===== src/rtl/hazard_scoreboard_if.sv =====
// ---------------------------------------------------------------------------
// hazard_scoreboard_if
//   Bundle between the ID-stage decoder and the issue scoreboard.
//
//   Handshake: id_valid qualifies every id_* field in the same cycle. flush
//   squashes that instruction. issue=1 means the instruction moves into ID/EX
//   on the next rising edge. stall=1 means the decoder holds PC and IF/ID and
//   presents the same instruction again. issue and stall are never both 1.
//
//   master : decoder side (drives id_*, flush; observes the decisions)
//   slave  : scoreboard side
// ---------------------------------------------------------------------------
interface hazard_scoreboard_if #(
  parameter int NREG  = 32,
  parameter int LAT_W = 3
);
  localparam int REG_W = $clog2(NREG);

  logic             id_valid;
  logic [REG_W-1:0] id_rs1;
  logic [REG_W-1:0] id_rs2;
  logic             id_rs1_used;
  logic             id_rs2_used;
  logic             id_regwrite;
  logic [REG_W-1:0] id_rd;
  logic [LAT_W-1:0] id_lat;
  logic             flush;
  logic             stall;
  logic             issue;
  logic [NREG-1:0]  busy_mask;
  logic [31:0]      stall_cycles;

  modport master (
    output id_valid, id_rs1, id_rs2, id_rs1_used, id_rs2_used,
           id_regwrite, id_rd, id_lat, flush,
    input  stall, issue, busy_mask, stall_cycles
  );

  modport slave (
    input  id_valid, id_rs1, id_rs2, id_rs1_used, id_rs2_used,
           id_regwrite, id_rd, id_lat, flush,
    output stall, issue, busy_mask, stall_cycles
  );
endinterface


===== src/rtl/hazard_scoreboard.sv =====
// ---------------------------------------------------------------------------
// hazard_scoreboard
//   Decides whether the ID-stage instruction may issue. A per-register
//   countdown tracks results that are not yet forwardable (loads, MUL/DIV).
//   The block stalls on RAW and WAW conflicts against those results. It also
//   stalls when a new long-latency writer would exceed MAX_INF in-flight
//   entries.
//
//   Ports
//     clk  : rising-edge clock
//     rst  : asynchronous reset, active-high; clears all countdowns
//     sb   : hazard_scoreboard_if.slave
//            (id_* decode fields and flush in; stall, issue, busy_mask and
//            stall_cycles out)
//
//   Optional feature
//     HAZARD_SCOREBOARD_STATS_EN : when defined, stall_cycles counts clocks
//     with stall=1 and wraps at 2^32. It is cleared only by rst. When not
//     defined, stall_cycles is tied to zero.
// ---------------------------------------------------------------------------
module hazard_scoreboard #(
  parameter int NREG    = 32,
  parameter int LAT_W   = 3,
  parameter int MAX_INF = 4
) (
  input logic             clk,
  input logic             rst,
  hazard_scoreboard_if.slave sb
);
  localparam int CNT_W = $clog2(NREG + 1);

  logic [LAT_W-1:0] cnt     [NREG];
  logic [LAT_W-1:0] cntNext [NREG];

  logic [CNT_W-1:0] inflight;
  logic [NREG-1:0]  busyMask;
  logic             raw;
  logic             waw;
  logic             full;
  logic             live;
  logic             stallInt;
  logic             issueInt;
  logic             alloc;
  logic             rdNonZero;

  // Register 0 is never written, so its countdown stays zero.
  // Occupancy is the popcount of nonzero countdowns.
  always_comb begin
    inflight = '0;
    busyMask = '0;
    for (int r = 1; r < NREG; r++) begin
      if (cnt[r] != '0) begin
        inflight    = inflight + CNT_W'(1);
        busyMask[r] = 1'b1;
      end
    end
  end

  always_comb begin
    rdNonZero = (sb.id_rd != '0);
    raw  = (sb.id_rs1_used && (sb.id_rs1 != '0) && (cnt[sb.id_rs1] != '0)) ||
           (sb.id_rs2_used && (sb.id_rs2 != '0) && (cnt[sb.id_rs2] != '0));
    // An older writer to rd that lands after this one would clobber the
    // newer value, so wait until it lands no later than the new result.
    waw  = sb.id_regwrite && rdNonZero && (cnt[sb.id_rd] > sb.id_lat);
    // Only a writer that would claim a fresh entry can overflow the table.
    // Re-targeting an already-busy register reuses its entry.
    full = sb.id_regwrite && rdNonZero && (sb.id_lat != '0) &&
           (cnt[sb.id_rd] == '0) && (inflight == CNT_W'(MAX_INF));
    // A flushed instruction is dead, so it must never hold up the front end.
    live     = sb.id_valid && !sb.flush;
    stallInt = live && (raw || waw || full);
    issueInt = live && !stallInt;
    alloc    = issueInt && sb.id_regwrite && rdNonZero && (sb.id_lat != '0);
  end

  // Countdowns drain one per clock and saturate at zero. A new allocation
  // replaces the same-cycle decrement of its entry.
  always_comb begin
    for (int r = 0; r < NREG; r++) begin
      cntNext[r] = '0;
      if (r != 0) begin
        if (alloc && (int'(sb.id_rd) == r)) begin
          cntNext[r] = sb.id_lat;
        end else if (cnt[r] != '0) begin
          cntNext[r] = cnt[r] - LAT_W'(1);
        end
      end
    end
  end

  always_ff @(posedge clk or posedge rst) begin
    if (rst) begin
      for (int r = 0; r < NREG; r++) cnt[r] <= '0;
    end else begin
      for (int r = 0; r < NREG; r++) cnt[r] <= cntNext[r];
    end
  end

  assign sb.stall     = stallInt;
  assign sb.issue     = issueInt;
  assign sb.busy_mask = busyMask;

`ifdef HAZARD_SCOREBOARD_STATS_EN
  logic [31:0] stallCount;

  always_ff @(posedge clk or posedge rst) begin
    if (rst) begin
      stallCount <= 32'd0;
    end else if (stallInt) begin
      stallCount <= stallCount + 32'd1;
    end
  end

  assign sb.stall_cycles = stallCount;
`else
  assign sb.stall_cycles = 32'd0;
`endif

endmodule


===== src/flat_wrapper.sv =====
// flat-port wrapper written by rule: the top's interface ports become plain ports
module hazard_scoreboard_flat 
#(
  parameter int NREG    = 32,
  parameter int LAT_W   = 3,
  parameter int MAX_INF = 4
)
  (clk, rst, sb_id_valid, sb_id_rs1, sb_id_rs2, sb_id_rs1_used, sb_id_rs2_used, sb_id_regwrite, sb_id_rd, sb_id_lat, sb_flush, sb_stall, sb_issue, sb_busy_mask, sb_stall_cycles);
  hazard_scoreboard_if #(.NREG(NREG), .LAT_W(LAT_W)) sb_i ();
  input logic clk;
  input logic rst;
  input wire logic [$bits(sb_i.id_valid)-1:0] sb_id_valid;
  input wire logic [$bits(sb_i.id_rs1)-1:0] sb_id_rs1;
  input wire logic [$bits(sb_i.id_rs2)-1:0] sb_id_rs2;
  input wire logic [$bits(sb_i.id_rs1_used)-1:0] sb_id_rs1_used;
  input wire logic [$bits(sb_i.id_rs2_used)-1:0] sb_id_rs2_used;
  input wire logic [$bits(sb_i.id_regwrite)-1:0] sb_id_regwrite;
  input wire logic [$bits(sb_i.id_rd)-1:0] sb_id_rd;
  input wire logic [$bits(sb_i.id_lat)-1:0] sb_id_lat;
  input wire logic [$bits(sb_i.flush)-1:0] sb_flush;
  output wire logic [$bits(sb_i.stall)-1:0] sb_stall;
  output wire logic [$bits(sb_i.issue)-1:0] sb_issue;
  output wire logic [$bits(sb_i.busy_mask)-1:0] sb_busy_mask;
  output wire logic [$bits(sb_i.stall_cycles)-1:0] sb_stall_cycles;
  assign sb_i.id_valid = sb_id_valid;
  assign sb_i.id_rs1 = sb_id_rs1;
  assign sb_i.id_rs2 = sb_id_rs2;
  assign sb_i.id_rs1_used = sb_id_rs1_used;
  assign sb_i.id_rs2_used = sb_id_rs2_used;
  assign sb_i.id_regwrite = sb_id_regwrite;
  assign sb_i.id_rd = sb_id_rd;
  assign sb_i.id_lat = sb_id_lat;
  assign sb_i.flush = sb_flush;
  assign sb_stall = sb_i.stall;
  assign sb_issue = sb_i.issue;
  assign sb_busy_mask = sb_i.busy_mask;
  assign sb_stall_cycles = sb_i.stall_cycles;
  hazard_scoreboard #(.NREG(NREG), .LAT_W(LAT_W), .MAX_INF(MAX_INF)) u_core (.clk(clk), .rst(rst), .sb(sb_i));
endmodule

===== config.mk =====
export PLATFORM = sky130hd
export DESIGN_NAME = hazard_scoreboard_flat
export DESIGN_NICKNAME = d
export VERILOG_FILES = /design/src/rtl/hazard_scoreboard_if.sv /design/src/rtl/hazard_scoreboard.sv /design/src/flat_wrapper.sv
export SDC_FILE = /design/constraint.sdc
export NUM_CORES = 1
export LEC_CHECK = 0
export BUFFER_PORTS_ARGS = -buffer_cell sky130_fd_sc_hd__clkbuf_2
export CAP_MARGIN = 30
export CORE_UTILIZATION = 51
export CTS_BUF_LIST = sky130_fd_sc_hd__clkbuf_4
export CTS_CLUSTER_DIAMETER = 200
export DETAILED_ROUTE_END_ITERATION = 8
export PLACE_DENSITY = 0.76
export SLEW_MARGIN = 20
export SYNTH_ARGS = -nofsm -noshare
export SYNTH_HDL_FRONTEND = slang
export SYNTH_SLANG_ARGS = --single-unit

===== constraint.sdc =====
create_clock -name clk -period 37.6 [get_ports clk]
set_input_delay 3.76 -clock clk [delete_from_list [all_inputs] [get_ports clk]]
set_output_delay 3.76 -clock clk [all_outputs]
set_load 0.02 [all_outputs]

==> impl_results.md, run 1 <==
- Status: complete, no violations
- Max-slew violation total from the final report: 0
- Post-synth EDFFs: 0
- Period utilisation layout: 0.6762
- GRT overflow: 0
- Final setup vio count: 0
- Most used DFF post-synth: dfrtp_1
- Synth warn: 0
- Hold-critical path depth: 3
- Largest regs: u_core.cnt: 93 flops
- Layout Area Growth over Synthesis: 3.776%
- Critical path required time: 33,840 ps
- Capturing point of the worst reg2reg path: u_core.cnt[90]
- Top Ports: 91
- Syn Area/Cell: 9.009 um^2
- Vias: 9,645
- Count leader, synth: nor2_1
- Fin crit period: 25,420 ps
- Final hold vios: 0
- Setup CP Type: flip-flop to output pin
- Sequential Area: 0.002327 mm^2
- CP max stage cell: xnor3_2
- Synth area leaders: dfrtp_1 20%, ha_1 9.1%, mux4_2 8.6%
- Initial Utilization: 0.5197
- CTS root buf: clkbuf_4
- Cells after DPL: 1,590
- Initial antenna violation count: 1
- Crit-path max FO: 32
- Fillers: 2,033
- Post-synth top cells: 138 x nor2_1, 100 x inv_1, 100 x nand2_1, 93 x dfrtp_1, 85 x ha_1
- Vias per cell: 5.994
- Worst reg-to-reg path cell count: 101
- Slew headroom: 0.4342
- Cts repair resizes: 0
- Cells after synthesis: 1,302
- Nets: 1,429
- GP Congestion: 0.8908
- Max-cap violation count: 0
- Clock Latency Late Sink: 460 ps
- FF-to-FF setup slack: 15,890 ps
- R2r startpoint: u_core.cnt[88]
- Die height: 153.7 um
- Post-synth top area cell: dfrtp_1
- Rows: 55
- First-pass GRT wire length: 47,190 um
- Die area: 0.02361 mm^2
- Core Footprint: 0.02257 mm^2
- Clock skew: 14.26 ps
- Worst setup path end: sb_stall
- Worst setup SP type: flip-flop
- WL/cell: 17.66 um
- Netlist cell types: 100
- RSZ-0062 raised after global routing: no
- Worst Hold Class: flip-flop to flip-flop
- CTS H-tree lvls: 3
- Critical path's largest stage delay: 580 ps
- Final Util: 0.5393
- Sink Count: 93
- Pin count of the biggest net entering global routing: 49
- Hold slack final: 648.4 ps
- Clk buf depth: 2
- Layout cells sized above 1: 0.1648
- Initial detailed-routing violation count: 742
- Most flops, register: u_core.cnt
- Multi-input logic area: 0.008612 mm^2
- Total Routed Length: 28,410 um
- Die Wd: 153.7 um
- Post-CTS Hold Buffers: 0
- CTS tree: built
- Reg clk slew, reported paths: 130 ps
- Max Freq: 0.03933 GHz
- Critical path data arrival time: 21,660 ps
- Vias in the first global route: 9,309
- Setup bufs post-CTS: 0
- Final Non-Filler Cells: 1,609
- Post-synth top area share: 0.1984
- Synth Register Bits: 93
- Mapped cell area: 0.01173 mm^2
- Port bufs: 57
- CP endpoint kind: output pin
- Worst-Margin Slew: 848.8 ps
- # DRC: 0
- CP dominant cell by count: ha_1
- ANT nets after route: 0
- GR Util All Layers: 0.2477
- DRT Pass-1 Iters: 5
- Sequential share of the synthesized area: 0.1984
- Num CTS Buffers: 9
- Max reg flops: 93
- Asr flop ratio synth: 1.000
- Crit path launch: u_core.cnt[88]
- Post-detail-place hpwl: 22,090 um
- Fin Setup TNS: 0 ps
==> cells by family after synthesis <==
group | share of synthesized area
buffers and inverters | 0.07893
xor gates and xnor gates | 0.1126
muxes | 0.2038
adders and majority gates | 0.09152
and+or+nand+nor | 0.1763
DFF | 0.1984
other | 0.0003197
AOI/OAI and AO/OA | 0.1380
==> worst min-delay path by stage <==
stage               slack (ps)            from              to
finish                     650  u_core.cnt[70]  u_core.cnt[70]
global route               680  u_core.cnt[22]  u_core.cnt[22]
CTS                        650  u_core.cnt[61]  u_core.cnt[61]
detailed placement         620  u_core.cnt[61]  u_core.cnt[61]
global placement           600  u_core.cnt[76]  u_core.cnt[76]
floorplan                  580  u_core.cnt[52]  u_core.cnt[52]
==> layout make-up <==
type,count,share of cell area
repair buffers,65,0.03114
flip-flops and latches,93,0.1912
diodes,1,0.0002056
multi-input cells,1046,0.7075
clock inverters,3,0.001131
clock buffers,12,0.007401
inverters,104,0.03217
well taps,285,0.02929
==> routing by layer <==
metal / GRT usage / vias up / routed length (um)
met2: 0.4145 / 345 / 13330
met4: 0.08143 / 0 / 719
met1: 0.3330 / 4657 / 12420
met5: 0 / - / 0
met3: 0.02875 / 55 / 1946
li1: - / 4588 / -
==> cell usage in the layout (no fill, tap or decap), types with 45 or more instances in the layout <==
cell	netlist	layout
clkbuf_2	0	58
dfrtp_1	93	93
ha_1	85	85
inv_1	100	99
mux2_1	65	65
mux4_2	45	45
nand2_1	100	100
nor2_1	138	138
o21ai_0	61	61
xnor2_1	75	75
==> through the flow <==
step	cell area (um^2)	setup slack [ps]
floorplan	11850	15040
global placement	12000	13800
detailed placement	12030	12870
CTS	12130	12300
global route	12170	10470
finish	12170	12180
==> worst max-delay path, delay by kind of cell (launching register included) <==
kind / cells / cell delay, ps
buffers and inverters: 8 / 900
AND/OR/NAND/NOR: 34 / 5020
adder cells (fa/ha/maj): 27 / 7930
flip-flops: 1 / 460
XOR/XNOR: 1 / 580
multiplexers: 4 / 1020
AO/OA/AOI/OAI: 28 / 5310
Power of run 1 is not shown: default switching activity piles up to over one toggle a cycle in this logic, so the estimate is an artifact.
==> run 2, diff against run 1 <==
- ABC_AREA: not set -> 1
- clock period: 37.6 -> 25 ns (I/O delays scaled with it)
==> impl_results.md, run 2 <==
- Status: complete, no violations
- Cells after synthesis: 1,891 (+45%)
- Worst VDD drop: 0.05103 mV
- Initial Utilization: 0.5195 (about the same)
- Post-detail-place hpwl: 23,260 um (+5.3%)
- Post-synth top cells: 491 x nand2_1, 303 x inv_1, 232 x nand3_1, 158 x nor2_1, 93 x dfrtp_1
- Nets: 2,027 (+42%)
- Layout cells sized above 1: 0.1389 (-0.02586)
- Synth warn: 0 (unchanged)
- Sink Count: 93 (unchanged)
- CP max stage cell: nor2_4
- Most used DFF post-synth: dfrtp_1
- Crit-path max FO: 32 (unchanged)
- DRT Pass-1 Iters: 8 (+3)
- Fillers: 2,252 (+11%)
- Max reg flops: 93 (unchanged)
- Clk buf depth: 2 (unchanged)
- Rows: 55 (unchanged)
- Fin crit period: 21,500 ps
- Fin Setup TNS: 0 ps (unchanged)
- Worst-Margin Slew: 1028 ps (+179.1 ps)
- ANT nets after route: 0 (unchanged)
- Overall Power: 1.057 mW
- Netlist cell types: 49 (-51%)
- Commonest cells after routing, fill and taps aside: 491 x nand2_1, 302 x inv_1, 232 x nand3_1, 156 x nor2_1, 93 x dfrtp_1
- Critical path required time: 22,500 ps (-11,340 ps)
- Setup CP Type: flip-flop to output pin
- GP Congestion: 0.9512 (+6.8%)
- Most flops, register: u_core.cnt
- Post-synth top area cell: dfrtp_1
- Count leader, synth: nand2_1
- Layout Area Growth over Synthesis: 3.553%
- CTS H-tree lvls: 3 (unchanged)
- Final hold vios: 0 (unchanged)
- Pin count of the biggest net entering global routing: 67 (+37%)
- Final instance area: 0.01214 mm^2 (-0.26%)
- Mapped cell area: 0.01172 mm^2 (about the same)
- Clock skew: 23.51 ps (+9.245 ps)
- Num CTS Buffers: 9 (unchanged)
- CP endpoint kind: output pin
- WL/cell: 14.21 um (-20%)
- Initial detailed-routing violation count: 1,043 (+41%)
- Die Wd: 153.6 um (about the same)
- Largest regs: u_core.cnt: 93 flops
- Core Footprint: 0.02257 mm^2 (unchanged)
- # DRC: 0 (unchanged)
- Max-cap violation count: 0 (unchanged)
- Final setup vio count: 0 (unchanged)
- Pwr Density: 87.07 mW/mm^2
- Synth area leaders: dfrtp_1 20%, nand2_1 16%, nand3_1 9.9%
- Pre-CTS setup slack: 4052 ps (-8822 ps)
- Top Ports: 91 (unchanged)
- CTS root buf: clkbuf_4
- Syn Area/Cell: 6.200 um^2 (-31%)
- Max Freq: 0.04651 GHz
- Clock Latency Late Sink: 500 ps (+40 ps)
- Cts repair resizes: 0 (unchanged)
- Vias: 12,040 (+25%)
- GRT overflow: 0 (unchanged)
- Die height: 153.6 um (about the same)
- Period utilisation layout: 0.8600
- Vias in the first global route: 11,049 (+19%)
- Worst reg-to-reg path cell count: 109 (+7.9%)
- Vias per cell: 5.453 (-9.0%)
- Total Routed Length: 31,380 um (+10%)
- Asr flop ratio synth: 1.000 (unchanged)
- Max-slew violation total from the final report: 0 (unchanged)
- Post-CTS Hold Buffers: 0 (unchanged)
- Hold slack final: 566.4 ps (-81.94 ps)
- Reg clk slew, reported paths: 140 ps (about the same)
- Sequential share of the synthesized area: 0.1985 (about the same)
- CTS tree: built
- Hold-critical path depth: 3 (unchanged)
- Die area: 0.02360 mm^2 (about the same)
- Worst Hold Class: flip-flop to flip-flop
- Port bufs: 57 (unchanged)
- Initial antenna violation count: 1 (unchanged)
- Critical path's largest stage delay: 710 ps (+130 ps)
- Post-synth EDFFs: 0 (unchanged)
- Synth Register Bits: 93 (unchanged)
- Worst setup SP type: flip-flop
- Post-synth top area share: 0.1985 (about the same)
- Commonest non-fill, non-tap cell in the layout: nand2_1
- RSZ-0062 raised after global routing: no
- GR Util All Layers: 0.2693 (+0.02159)
- Critical path data arrival time: 19,000 ps (-2660 ps)
- CP dominant cell by count: nand2_1
- Leak Pwr: 6.947 nW
- Final worst slack: 3500 ps (-8676 ps)
- Placed inst area: 0.01198 mm^2 (-0.44%)
- Setup bufs post-CTS: 0 (unchanged)
- First-pass GRT wire length: 52,310 um (+11%)
- Slew headroom: 0.3148 (-0.1194)
run 2: metal layers:
metal | GRT usage | wire, um
met3 | 0.04030 | 2354
met4 | 0.09286 | 757
met2 | 0.4333 | 14030
met5 | 0 | 0
met1 | 0.3670 | 14240
run 2: cells by family (layout without fill, tap and decap cells):
| family | after synthesis | in the layout | share of synthesized area |
|---|---|---|---|
| flip-flops | 93 | 93 | 0.1985 |
| AND/OR/NAND/NOR | 1139 | 1139 | 0.4678 |
| adder cells (fa/ha/maj) | 85 | 85 | 0.09071 |
| AO/OA/AOI/OAI | 170 | 170 | 0.09039 |
| other | 1 | 34 | 0.0003198 |
| buffers and inverters | 403 | 402 | 0.1523 |
run 2: per-stage QoR:
| stage | std cells | util |
|---|---|---|
| finish | 2208 | 0.5379 |
| global route | 2208 | 0.5379 |
| CTS | 2206 | 0.5366 |
| detailed placement | 2190 | 0.5307 |
| global placement | 2190 | 0.5307 |
| floorplan | 1923 | - |
run 2: worst paths after layout:
kind	slack [ps]	start	end
max	3500	u_core.cnt[90]	sb_stall
min	570	u_core.cnt[24]	u_core.cnt[24]
max reg2reg	5710	u_core.cnt[90]	u_core.cnt[74]
min reg2reg	570	u_core.cnt[24]	u_core.cnt[24]
max in group asynchronous	21790	rst	u_core.cnt[59]
min in group asynchronous	1960	rst	u_core.cnt[8]
run 2: layout make-up:
type	count	area (um^2)	area share
Timing Repair Buffer	65	365.4	0.03009
Inverter	321	1209	0.09955
Antenna cell	1	2.502	0.0002061
Tap cell	285	356.6	0.02937
Clock buffer	11	82.58	0.006801
Multi-Input combinational cell	1427	7747	0.6381
Sequential cell	93	2327	0.1917
Clock inverter	5	51.30	0.004225
run 2: where the power goes:
part / switching, mW / internal [mW] / leakage [nW] / total [mW]
combinational: 0.537 / 0.261 / 5.58 / 0.798
sequential: 0.0111 / 0.161 / 1.29 / 0.172
clock: 0.0552 / 0.0321 / 0.0743 / 0.0873
total: 0.603 / 0.454 / 6.95 / 1.06
run 2: worst max-delay path, delay by kind of cell, from the launching register on:
kind / cells / cell delay (ps)
buffers and inverters: 15 / 1000
and+or+nand+nor: 58 / 8520
adders and majority gates: 28 / 7460
AOI/OAI and AO/OA: 6 / 1090
DFF: 1 / 450
Power figures use the tool's default switching activity.
==> run 3, diff against run 2 <==
- CORE_ASPECT_RATIO: not set -> 1.25
==> impl_results.md, run 3 (same netlist as run 2, synthesis figures left out) <==
- Status: complete, no violations
- Commonest non-fill, non-tap cell in the layout: nand2_1
- Critical path's largest stage delay: 730 ps (+20 ps)
- Post-CTS Hold Buffers: 0 (unchanged)
- Vias: 12,051 (+0.091%)
- GRT overflow: 0 (unchanged)
- Max reg flops: 93 (unchanged)
- Post-detail-place hpwl: 23,800 um (+2.3%)
- Vias per cell: 5.468 (+0.27%)
- Layout cells sized above 1: 0.1375 (-0.001418)
- RSZ-0062 raised after global routing: no
- GP Congestion: 0.9631 (+1.3%)
- Sink Count: 93 (unchanged)
- Setup bufs post-CTS: 0 (unchanged)
- Period utilisation layout: 0.8656 (+0.005570)
- Crit-path max FO: 32 (unchanged)
- Vias in the first global route: 11,426 (+3.4%)
- Critical path data arrival time: 19,140 ps (+140 ps)
- Uppermost layer routed: met4
- Clock Latency Late Sink: 480 ps (-20 ps)
- Setup CP Type: flip-flop to output pin
- CTS tree: built
- Comb pwr share: 0.764 (+0.010)
- Critical path required time: 22,500 ps (about the same)
- # DRC: 0 (unchanged)
- Largest regs: u_core.cnt: 93 flops
- Sequential Area: 0.002327 mm^2 (unchanged)
- First-pass GRT wire length: 52,390 um (+0.16%)
- Final Util: 0.5401 (+0.002228)
- Clock Power Share: 0.072 (-0.011)
- Max-slew violation total from the final report: 0 (unchanged)
- Net Switching: 604.0 uW (+0.16%)
- Top Ports: 91 (unchanged)
- Pwr Density: 87.02 mW/mm^2 (about the same)
- Final setup vio count: 0 (unchanged)
- Hold slack final: 562.1 ps (-4.296 ps)
- Final hold vios: 0 (unchanged)
- CTS root buf: clkbuf_4
- Leak Pwr: 6.925 nW (-0.31%)
- Die height: 171.5 um (+12%)
- Commonest cells after routing, fill and taps aside: 491 x nand2_1, 302 x inv_1, 232 x nand3_1, 157 x nor2_1, 93 x dfrtp_1
- Worst Hold Class: flip-flop to flip-flop
- Initial Utilization: 0.5243 (+0.004854)
- Port bufs: 57 (unchanged)
- Rows: 61 (+11%)
- Fin crit period: 21,640 ps (+139.3 ps)
- Internal: 447.1 uW (-1.6%)
- Max-cap violation count: 0 (unchanged)
- Die Wd: 137.6 um (-10%)
- Total Routed Length: 32,130 um (+2.4%)
- Initial detailed-routing violation count: 891 (-15%)
- Die area: 0.02360 mm^2 (about the same)
- DRT Pass-1 Iters: 5 (-3)
- Layout Area Growth over Synthesis: 3.020%
- GR Util All Layers: 0.2793 (+0.01008)
- CP max stage cell: nor2_4
- Slew headroom: 0.3150 (about the same)
- CP dominant cell by count: nand2_1
- CP endpoint kind: output pin
- Pin count of the biggest net entering global routing: 58 (-13%)
- Nets: 2,026 (-0.049%)
- Switching Share: 0.5746 (+0.004220)
- Multi-input logic area: 0.007745 mm^2 (about the same)
- Reg clk slew, reported paths: 140 ps (about the same)
- Most flops, register: u_core.cnt
- Worst VDD drop: 0.04053 mV (-21%)
- Num CTS Buffers: 9 (unchanged)
- ANT nets after route: 0 (unchanged)
- Metal3 WL: 2137 um (-9.2%)
- Clock skew: 23.55 ps (+0.04000 ps)
- Worst setup SP type: flip-flop
- Fin Setup TNS: 0 ps (unchanged)
- Worst-Margin Slew: 1025 ps (-2.764 ps)
- Core Footprint: 0.02236 mm^2 (-0.93%)
- Fillers: 2,307 (+2.4%)
- Clk buf depth: 2 (unchanged)
- Initial antenna violation count: 1 (unchanged)
- Cts repair resizes: 0 (unchanged)
- Max Freq: 0.04621 GHz (-0.64%)
- Met2 routed WL: 16,050 um (+14%)
- WL met1: 12,760 um (-10%)
- WL/cell: 14.58 um (+2.6%)
- CTS H-tree lvls: 3 (unchanged)
- Sequential power share: 0.164 (about the same)
==> run 3: changes by cell type in the layout (fill, tap and decap cells not counted), sizes merged <==
cell | before | now
buf | 8 | 7
clkinvlp | 1 | 0
bufinv | 1 | 0
clkbuf | 68 | 69
==> run 3: worst paths after layout <==
path / start / to / slack, ps / cells past startpoint
setup / recovery: u_core.cnt[91] / sb_stall / 3360 / 108
hold / removal: u_core.cnt[51] / u_core.cnt[51] / 560 / 3
setup reg to reg: u_core.cnt[91] / u_core.cnt[51] / 5510 / 110
hold reg to reg: u_core.cnt[51] / u_core.cnt[51] / 560 / 3
max in group asynchronous: rst / u_core.cnt[46] / 21760 / 3
min in group asynchronous: rst / u_core.cnt[83] / 2070 / 2
==> run 3: worst max-delay path, delay by kind of cell (launching register included) <==
family,cells,cell delay [ps]
buf+inv,16,1100
fa+ha+maj,28,7450
simple gates,58,8320
compound gates,6,1320
flops,1,430
==> run 3: per-stage QoR <==
step                setup WS (ps)  instances  area, um^2  total power [mW]
CTS                          3335       2203       12080             1.056
global placement             4440       2188       11970            0.9402
finish                       3361       2204       12080             1.051
detailed placement           3895       2188       11970            0.9797
global route                 2046       2204       12080             1.194
floorplan                    5110       1923       11850            0.8256
==> run 3: power by group through the flow <==
stage | clock, mW | sequential (mW) | combinational, mW
floorplan | 0 | 0.172 | 0.653
global placement | 0 | 0.174 | 0.766
detailed placement | 0 | 0.175 | 0.805
CTS | 0.0756 | 0.172 | 0.808
global route | 0.0803 | 0.174 | 0.940
finish | 0.0755 | 0.172 | 0.803
==> run 3: final cells by class <==
cell class,instances,area share
Antenna cell,1,0.0002072
Multi-Input combinational cell,1427,0.6412
Clock buffer,12,0.007458
Clock inverter,3,0.001139
Inverter,321,0.1001
Timing Repair Buffer,64,0.02797
Sequential cell,93,0.1927
Tap cell,283,0.02931
==> run 3: layer usage <==
layer / global-route usage / vias up
met2: 0.5123 / 429
met3: 0.03124 / 84
met5: 0 / -
li1: - / 6051
met1: 0.3189 / 5487
met4: 0.1290 / 0
